$ cat src/rtl/i2s_stream_scheduler.sv
// i2s_stream_scheduler: streams frame-RAM rows as serial words.
// Each row is a 16-bit header {nx, ny, 2'b00, row} followed by W = (nx+1)*(ny+1)
// payload words, then cfg_gap idle bits. Reads are prefetched two bits ahead so
// the serial stream has no bubbles across header, word and row boundaries.
module i2s_stream_scheduler (
  input  logic        i2s_clk,
  input  logic        rst,
  input  logic        enable,
  input  logic [3:0]  cfg_nx,
  input  logic [3:0]  cfg_ny,
  input  logic [5:0]  cfg_last_row,
  input  logic [3:0]  cfg_gap,
  output logic        rd_en,
  output logic [13:0] rd_addr,
  input  logic [15:0] rd_data,
  output logic        i2s_data,
  output logic        busy,
  output logic        row_done,
  output logic        frame_done
);

  typedef enum logic [1:0] {IDLE, HEADER, PAYLOAD, GAP} state_t;

  state_t      state_q, state_d;
  logic [3:0]  bit_q, bit_d;       // bit index in header/word, or gap cycle count
  logic [7:0]  word_q, word_d;     // payload word index within the row
  logic [5:0]  row_q, row_d;
  logic [13:0] base_q, base_d;     // RAM address of word 0 of the current row
  logic [15:0] sr_q, sr_d;         // output shifter, MSB drives i2s_data
  logic [3:0]  nx_q, nx_d, ny_q, ny_d, gap_q, gap_d;
  logic [5:0]  last_q, last_d;
  logic [8:0]  words_q, words_d;   // W, latched once per frame
  logic        rd_en_q, rd_en_d;
  logic [13:0] rd_addr_q, rd_addr_d;
  logic        busy_q, busy_d, row_done_q, row_done_d, frame_done_q, frame_done_d;

  logic        start_frame, next_row;
  logic [8:0]  w_new;
  logic [7:0]  wlast;

  assign w_new = (9'(cfg_nx) + 9'd1) * (9'(cfg_ny) + 9'd1);
  assign wlast = 8'(words_q - 9'd1);

  // Next-state logic; outputs are computed from the next state so they register cleanly.
  always_comb begin
    state_d     = state_q;
    bit_d       = bit_q;
    word_d      = word_q;
    row_d       = row_q;
    base_d      = base_q;
    sr_d        = sr_q;
    nx_d        = nx_q;
    ny_d        = ny_q;
    gap_d       = gap_q;
    last_d      = last_q;
    words_d     = words_q;
    start_frame = 1'b0;
    next_row    = 1'b0;

    case (state_q)
      IDLE: if (enable) start_frame = 1'b1;
      HEADER: begin
        bit_d = bit_q + 4'd1;
        sr_d  = {sr_q[14:0], 1'b0};
        if (bit_q == 4'd15) begin
          state_d = PAYLOAD;
          bit_d   = 4'd0;
          word_d  = 8'd0;
          sr_d    = rd_data;
        end
      end
      PAYLOAD: begin
        bit_d = bit_q + 4'd1;
        sr_d  = {sr_q[14:0], 1'b0};
        if (bit_q == 4'd15) begin
          if (word_q == wlast) begin
            if (gap_q != 4'd0) begin
              state_d = GAP;
              bit_d   = 4'd0;
              sr_d    = 16'd0;
            end else begin
              next_row = 1'b1;
            end
          end else begin
            word_d = word_q + 8'd1;
            bit_d  = 4'd0;
            sr_d   = rd_data;
          end
        end
      end
      GAP: begin
        bit_d = bit_q + 4'd1;
        sr_d  = 16'd0;
        if (bit_q == gap_q - 4'd1) next_row = 1'b1;
      end
      default: state_d = IDLE;
    endcase

    // Row boundary: enable is only looked at here, so a row is never truncated.
    if (next_row) begin
      if (!enable) begin
        state_d = IDLE;
        row_d   = 6'd0;
        base_d  = 14'd0;
        bit_d   = 4'd0;
        word_d  = 8'd0;
        sr_d    = 16'd0;
      end else if (row_q == last_q) begin
        start_frame = 1'b1;
      end else begin
        state_d = HEADER;
        row_d   = row_q + 6'd1;
        base_d  = base_q + 14'(words_q);
        bit_d   = 4'd0;
        word_d  = 8'd0;
        sr_d    = {nx_q, ny_q, 2'b00, row_q + 6'd1};
      end
    end

    // Row 0 of every frame re-latches the configuration.
    if (start_frame) begin
      state_d = HEADER;
      nx_d    = cfg_nx;
      ny_d    = cfg_ny;
      gap_d   = cfg_gap;
      last_d  = cfg_last_row;
      words_d = w_new;
      row_d   = 6'd0;
      base_d  = 14'd0;
      bit_d   = 4'd0;
      word_d  = 8'd0;
      sr_d    = {cfg_nx, cfg_ny, 2'b00, 6'd0};
    end

    // Prefetch at bit 14 so data is on rd_data during bit 15 and loads without a bubble.
    rd_en_d   = (bit_d == 4'd14) &&
                ((state_d == HEADER) || ((state_d == PAYLOAD) && (word_d != wlast)));
    rd_addr_d = rd_addr_q;
    if (rd_en_d)
      rd_addr_d = (state_d == HEADER) ? base_d : base_d + 14'(word_d) + 14'd1;
    row_done_d   = (state_d == PAYLOAD) && (bit_d == 4'd15) && (word_d == wlast);
    frame_done_d = row_done_d && (row_d == last_q);
    busy_d       = (state_d != IDLE);
  end

  // State and registered outputs; reset overrides everything.
  always_ff @(posedge i2s_clk) begin
    if (rst) begin
      state_q      <= IDLE;
      bit_q        <= 4'd0;
      word_q       <= 8'd0;
      row_q        <= 6'd0;
      base_q       <= 14'd0;
      sr_q         <= 16'd0;
      nx_q         <= 4'd0;
      ny_q         <= 4'd0;
      gap_q        <= 4'd0;
      last_q       <= 6'd0;
      words_q      <= 9'd1;
      rd_en_q      <= 1'b0;
      rd_addr_q    <= 14'd0;
      busy_q       <= 1'b0;
      row_done_q   <= 1'b0;
      frame_done_q <= 1'b0;
    end else begin
      state_q      <= state_d;
      bit_q        <= bit_d;
      word_q       <= word_d;
      row_q        <= row_d;
      base_q       <= base_d;
      sr_q         <= sr_d;
      nx_q         <= nx_d;
      ny_q         <= ny_d;
      gap_q        <= gap_d;
      last_q       <= last_d;
      words_q      <= words_d;
      rd_en_q      <= rd_en_d;
      rd_addr_q    <= rd_addr_d;
      busy_q       <= busy_d;
      row_done_q   <= row_done_d;
      frame_done_q <= frame_done_d;
    end
  end

  assign rd_en      = rd_en_q;
  assign rd_addr    = rd_addr_q;
  assign i2s_data   = sr_q[15];
  assign busy       = busy_q;
  assign row_done   = row_done_q;
  assign frame_done = frame_done_q;

endmodule

$ cat config.mk
export PLATFORM = sky130hd
export DESIGN_NAME = i2s_stream_scheduler
export DESIGN_NICKNAME = d
export VERILOG_FILES = /design/src/rtl/i2s_stream_scheduler.sv
export SDC_FILE = /design/constraint.sdc
export NUM_CORES = 1
export LEC_CHECK = 0
export BUFFER_PORTS_ARGS = -buffer_cell sky130_fd_sc_hd__clkbuf_2
export CAP_MARGIN = 20
export CORE_ASPECT_RATIO = 1.25
export CORE_UTILIZATION = 50
export CTS_CLUSTER_DIAMETER = 50
export DETAILED_ROUTE_END_ITERATION = 12
export GPL_TIMING_DRIVEN = 0
export PLACE_DENSITY = 0.77
export SLEW_MARGIN = 20
export SYNTH_ARGS = -nofsm -noshare
export SYNTH_HDL_FRONTEND = slang
export SYNTH_SLANG_ARGS = --single-unit
export TNS_END_PERCENT = 20
$ cat constraint.sdc
create_clock -name i2s_clk -period 12.9 [get_ports i2s_clk]
set_input_delay 0.645 -clock i2s_clk [delete_from_list [all_inputs] [get_ports i2s_clk]]
set_output_delay 0.645 -clock i2s_clk [all_outputs]
set_load 0.005 [all_outputs]
* Word level (Yosys, flattened, before mapping)
Index checks and enable logic that the tools add are counted.
** Cells by class
- Magnitude comparators :: 0
- Reduce and logical (&&, ||, !) cells :: 10
- Divide/modulo/power cells :: 0
- Shifts and indexed selects :: 0
- Bitwise logic cells :: 0
- Mux-type cells :: 54
- Equal/unequal tests :: 14
- Add/sub/neg operators :: 10
- $mul :: 1
** Operators with widths (count)
- 16-bit 2-to-1 mux :: 8
- 14-bit 2-to-1 mux :: 5
- 8-bit 2-to-1 mux :: 7
- 16-bit case mux with 3 select lines :: 1
- 4-bit 2-to-1 mux :: 8
- 6-bit 2-to-1 mux :: 4
- 8-bit == test :: 2
- 2-bit 2-to-1 mux :: 8
- 8-bit case mux with 2 select lines :: 1
- 14-bit by 1-bit adder with 14-bit output, second input constant :: 1
- 14-bit by 8-bit adder with 14-bit output :: 1
- 14-bit by 9-bit adder with 14-bit output :: 1
- 4-bit == test, second input constant :: 3
- 6-bit == test :: 2
- 4-bit case mux with 3 select lines :: 1
- 4-bit by 1-bit adder with 5-bit output, second input constant :: 2
- 5-bit by 5-bit multiplier with 9-bit output :: 1
- 1-bit 2-to-1 mux :: 9
- 8-bit by 1-bit adder with 8-bit output, second input constant :: 1
- 8-bit != test :: 1
- 8-bit by 1-bit subtractor with 8-bit output, second input constant :: 1
- 6-bit by 1-bit adder with 6-bit output, second input constant :: 1
- 2-bit == test, second input constant :: 3
- 1-bit logical AND :: 5
- other kinds (11) :: 12
** Storage, ports and cells
- Bits in registers :: 95
- Memories :: 0
- Word-level logic and storage cells :: 106
- Bits in latches :: 0
- ROM bits :: 0
- Bits in writable memories :: 0

* Depth between registers and ports, before layout
- Word-level depth :: 13
- Depth in mapped cells :: 24

* Worst setup path before layout
OpenSTA, ideal clock, no wires.
- Path kind :: register -> register
- Start point :: register words_q[0]
- End point :: register rd_addr_q[13] (netlist: rd_addr[13])
- Data arrival time :: 4.812 ns
- Data required time :: 12.768 ns
- Cell stages (with the launch flop) :: 25
- Path slack :: 7.956 ns
- Buffers on the path :: 2
- Path through :: dfxtp_1 > buf_2 > inv_1 > ha_1 > xnor2_1 > nor3_4 > nand3_4 > or4_4 > a21o_1 > buf_2 > nor2_1 > a22oi_1 > inv_1 > ha_1 > nor2b_1 > o21ai_0 > a21boi_0 > o31ai_1 > a21oi_1 > nor2_1 > nor4_1 > nand4_1 > xnor2_1 > a21oi_1 > nor3_1
** On the way
- Elaborated cells between the ends (all ways) :: 42
** RTL lines
- start: declaration :: RTL line 32 : logic [8:0] words_q, words_d;
- start signal: assignment :: RTL line 176 : words_q <= words_d;
- 8-bit by 1-bit subtractor with 8-bit output :: RTL line 42 : assign wlast = 8'(words_q - 9'd1);
- 8-bit == test :: RTL line 76 : if (word_q == wlast) begin
- 1-bit 2-to-1 mux :: RTL line 76
- 1-bit 2-to-1 mux :: RTL line 75 : if (bit_q == 4'd15) begin
- 1-bit case mux with 2 select lines :: RTL line 60 : case (state_q)
- 14-bit 2-to-1 mux or 1-bit 2-to-1 mux (tied branches) :: RTL line 100 : if (next_row) begin
- 14-bit 2-to-1 mux * :: RTL line 121 : if (start_frame) begin
- net base_d[1] :: RTL line 28 : logic [13:0] base_q, base_d;
- 14-bit by 8-bit adder with 14-bit output * :: RTL line 140 : rd_addr_d = (state_d == HEADER) ? base_d : base_d + 14'(word_d) + 14'd1;
- 14-bit by 1-bit adder with 14-bit output * :: RTL line 140
- 14-bit 2-to-1 mux * :: RTL line 140
- end signal: assignment :: RTL line 178 : rd_addr_q <= rd_addr_d;
- end: declaration :: RTL line 34 : logic [13:0] rd_addr_q, rd_addr_d;
The timed path passes the listed nets; every way through them passes the cells marked *.
A chain may end at the register's enable or synchronous reset.

* Final worst setup path
Ends and elaborated chain as after synthesis.

==> insert_results.sql <==
INSERT INTO impl_metrics (metric_group, metric, value, unit) VALUES
('run_status', 'status', 'finished clean', ''),
('floorplan', 'width_of_the_die', '111', 'µm'),
('global_routing', 'grt_util_all_layers', '26.9', '%'),
('logic_synthesis', 'syn_inst', '936', ''),
('worst_setup_path', 'critical_path.max_stage_delay', '0.64', 'ns'),
('timing', 'fin_tns_setup', '0', 'ns'),
('logic_synthesis', 'synth.lib_cells_used.distinct', '83', ''),
('worst_setup_path', 'crit-reg2reg-launch', 'words_q[0]$_SDFFE_PP1N_', ''),
('timing', 'worst-slew-pin-transition', '1.00', 'ns'),
('worst_setup_path', 'timing.critical_path.cells', 'buf_2 -> inv_1 -> ha_1 -> nor3b_4 -> xnor2_1 -> nand3_4 -> or4_4 -> a21o_1 -> buf_2 -> nor2_1 -> a22oi_1 -> inv_1 -> ha_1 -> nor2b_1 -> o21ai_0 -> a21boi_0 -> o31ai_1 -> a21oi_1 -> nor2_1 -> nor4_1 -> nand4_1 -> xnor2_1 -> a21oi_1 -> nor3_1', ''),
('layout', 'diodes', '0', ''),
('power', 'max-vdd-ir-drop', '59.4', 'µV'),
('timing', 'fin_worst_skew', '0.0102', 'ns'),
('logic_synthesis', 'number_of_enable_type_register_cells_in_the_synthesized_netlist', '0', ''),
('worst_setup_path', 'worstSetupPathType', 'register to register', ''),
('clock_tree', 'cts.clk_slew.worst_paths', '0.07', 'ns'),
('clock_tree', 'h_tree_depth', '3', ''),
('layout', 'fin_nets', '1095', ''),
('timing', 'period_minus_slack', '6.29', 'ns'),
('floorplan', 'chipHeight', '138', 'µm'),
('timing', 'fin_crit_sh', '48.7', '%'),
('worst_setup_path', 'r2r.worst_path.cells', '24', ''),
('place', 'port_buf_inserts', '53', ''),
('clock_tree', 'tritoncts', 'built', ''),
('timing', 'rsz_0062_raised_after_global_routing', 'false', ''),
('clock_tree', 'latest_clock_arrival_within_the_worst_skew_pair', '0.35', 'ns'),
('run', 'drv.max_cap_violation_count', '0', ''),
('logic_synthesis', 'yosysTopAreaCell', 'sky130_fd_sc_hd__dfxtp_1', ''),
('worst_setup_path', 'timing.reg2reg.setup_slack', '6.61', 'ns'),
('worst_setup_path', 'crit_path_top_delay_cell', 'sky130_fd_sc_hd__nor2_1', ''),
('timing', 'worst_slew_margin_rel', '32.1', '%'),
('layout', 'multi_input_area', '5170', 'µm²'),
('power', 'leakagePower', '0.00336', 'µW'),
('logic_synthesis', 'yosysWarnings', '0', ''),
('layout', 'drive_above_1_share', '10.8', '%'),
('logic_synthesis', 'synth_ff_type', 'sky130_fd_sc_hd__dfxtp_1', ''),
('clock_tree', 'cts.path.max_buffers', '2', ''),
('logic_synthesis', 'part_of_the_yosys_area_used_for_sequential_elements', '25.8', '%'),
('logic_synthesis', 'synthMostInstantiatedCell', 'sky130_fd_sc_hd__nand2_1', ''),
('global_routing', 'grt_antenna_before_repair', '0', ''),
('logic_synthesis', 'ys_ff_latch', '95', ''),
('logic_synthesis', 'mappedNetlistArea', '7380', 'µm²'),
('worst_setup_path', 'arrival_worst_endpoint', '6.50', 'ns'),
('clock_tree', 'cts_sinks', '95', ''),
('clock_tree', 'root_buffer', 'sky130_fd_sc_hd__clkbuf_16', ''),
('logic_synthesis', 'syn_area_per_cell', '7.89', 'µm²'),
('clock_tree', 'cts-buffers-inserted', '9', ''),
('global_routing', 'vias_in_the_first_global_route', '6591', ''),
('timing', 'drv_slew', '0', ''),
('global_routing', 'grt_first_pass_wirelength', '32900', 'µm'),
('logic_synthesis', 'mappedNetlistNets', '1031', ''),
('place', 'dp_hpwl', '16100', 'µm'),
('route', 'drc_violations_left', '0', ''),
('layout', 'layout.filler_cells', '1311', ''),
('floorplan', 'placementRows', '49', ''),
('route', 'detail_route.wirelength', '20700', 'µm'),
('worst_hold_path', 'hold_path.class', 'register to register', ''),
('worst_hold_path', 'min_delay_worst_endpoint', 'nx_q[1]$_SDFFE_PP0N_', ''),
('route', 'wl_per_cell', '17.6', 'µm'),
('worst_setup_path', 'r2r_end', 'rd_addr[13]$_SDFFE_PP0P_', ''),
('place', 'routability_driven_placement_congestion_ratio', '0.975', ''),
('route', 'first_iter_violations', '473', ''),
('worst_hold_path', 'worst_hold_path.num_cells', '2', ''),
('route', 'detail_route.first_pass.iterations', '7', ''),
('logic_synthesis', 'ys_top_cells_by_area', 'sky130_fd_sc_hd__dfxtp_1 (26%), sky130_fd_sc_hd__ha_1 (8.1%), sky130_fd_sc_hd__nand2_1 (5.8%)', ''),
('logic_synthesis', 'leading_cell_types_by_count_after_synthesis', 'sky130_fd_sc_hd__nand2_1 (114), sky130_fd_sc_hd__nor2_1 (106), sky130_fd_sc_hd__dfxtp_1 (95)', ''),
('global_routing', 'grt_start_max_net_pins', '16', ''),
('logic_synthesis', 'synthArstFlopShare', '0', '%'),
('layout', 'layout.core_utilization', '56.6', '%'),
('global_routing', 'grt_overflow_total', '0', ''),
('worst_setup_path', 'critPathLaunchType', 'register', '');
==> cell type report <==
type                    instances  share of cell area [%]
plain buffers                  46                    2.27
clock buffers                  10                    2.81
clock inverters                 4                   0.675
inverters                      35                    1.61
multi-input cells             760                    63.3
flip-flops and latches         95                    23.3
well taps                     178                    2.73
repair buffers                 53                    3.25
==> cells by family (layout without fill, tap and decap cells) <==
logic type      after synthesis  after routing  share of synthesized area (%)
compound gates              249            249                           23.2
xor+xnor                     72             72                           9.34
fa+ha+maj                    58             58                           10.8
buf+inv                      81            148                           4.29
flops                        95             95                           25.8
mux                          12             12                           1.64
simple gates                369            369                           24.9
==> cell usage in the layout, fill, tap and decap left out, types with 31 or more instances in the layout <==
| master | count |
|---|---|
| sky130_fd_sc_hd__inv_1 | 33 |
| sky130_fd_sc_hd__clkbuf_2 | 53 |
| sky130_fd_sc_hd__clkbuf_1 | 37 |
| sky130_fd_sc_hd__nor2_1 | 106 |
| sky130_fd_sc_hd__dfxtp_1 | 95 |
| sky130_fd_sc_hd__a21oi_1 | 79 |
| sky130_fd_sc_hd__ha_1 | 48 |
| sky130_fd_sc_hd__xnor2_1 | 43 |
| sky130_fd_sc_hd__o21ai_0 | 31 |
| sky130_fd_sc_hd__nand2_1 | 114 |
==> metal layers <==
layer,vias up,global-route usage (%),wire (µm)
met5,-,0,0
met4,0,15.4,1070
met3,70,3.02,1200
met2,308,46.3,9780
met1,3396,32.9,8680
li1,3493,-,-
==> metrics by stage <==
step | hold slack (ns) | instances | total power [µW] | setup WS, ns
6_report | 0.454 | 1181 | 801 | 6.61
4_1_cts | 0.457 | 1181 | 801 | 6.68
3_3_place_gp | 0.443 | 1167 | 531 | 6.79
2_1_floorplan | 0.437 | 936 | 479 | 7.96
5_1_grt | 0.472 | 1181 | 835 | 6.20
3_5_place_dp | 0.447 | 1167 | 534 | 6.72
==> state kept, by name, indices dropped and copies added (netlist names) <==
| name | flops |
|---|---|
| bit_q | 4 |
| ny_q | 4 |
| row_done | 1 |
| sr_q | 16 |
| gap_q | 4 |
| rd_addr | 14 |
| word_q | 8 |
| state_q | 2 |
| words_q | 9 |
| last_q | 6 |
| busy | 1 |
| row_q | 6 |
| nx_q | 4 |
| base_q | 14 |
| frame_done | 1 |
| rd_en | 1 |
==> report_power, final <==
part | internal (µW) | total (µW) | switching [µW]
logic | 82.5 | 217 | 135
registers | 303 | 314 | 11.3
clock network | 150 | 270 | 120
==> critical path: cells and delay by family (launching register included) <==
family          cells  cell delay (ns)
compound gates      7             1.53
xor+xnor            2             0.52
fa+ha+maj           2             0.39
buf+inv             4             0.79
flops               1             0.35
simple gates        9             2.54
==> worst max-delay path by stage <==
stage,from,to,cells past startpoint
detailed placement,words_q[0]$_SDFFE_PP1N_,rd_addr[13]$_SDFFE_PP0P_,24
floorplan,words_q[0]$_SDFFE_PP1N_,rd_addr[13]$_SDFFE_PP0P_,24
finish,words_q[0]$_SDFFE_PP1N_,rd_addr[13]$_SDFFE_PP0P_,24
CTS,words_q[0]$_SDFFE_PP1N_,rd_addr[13]$_SDFFE_PP0P_,24
global placement,words_q[0]$_SDFFE_PP1N_,rd_addr[13]$_SDFFE_PP0P_,24
global route,words_q[0]$_SDFFE_PP1N_,rd_addr[13]$_SDFFE_PP0P_,24
No activity file was read; power rests on OpenSTA's default activity.
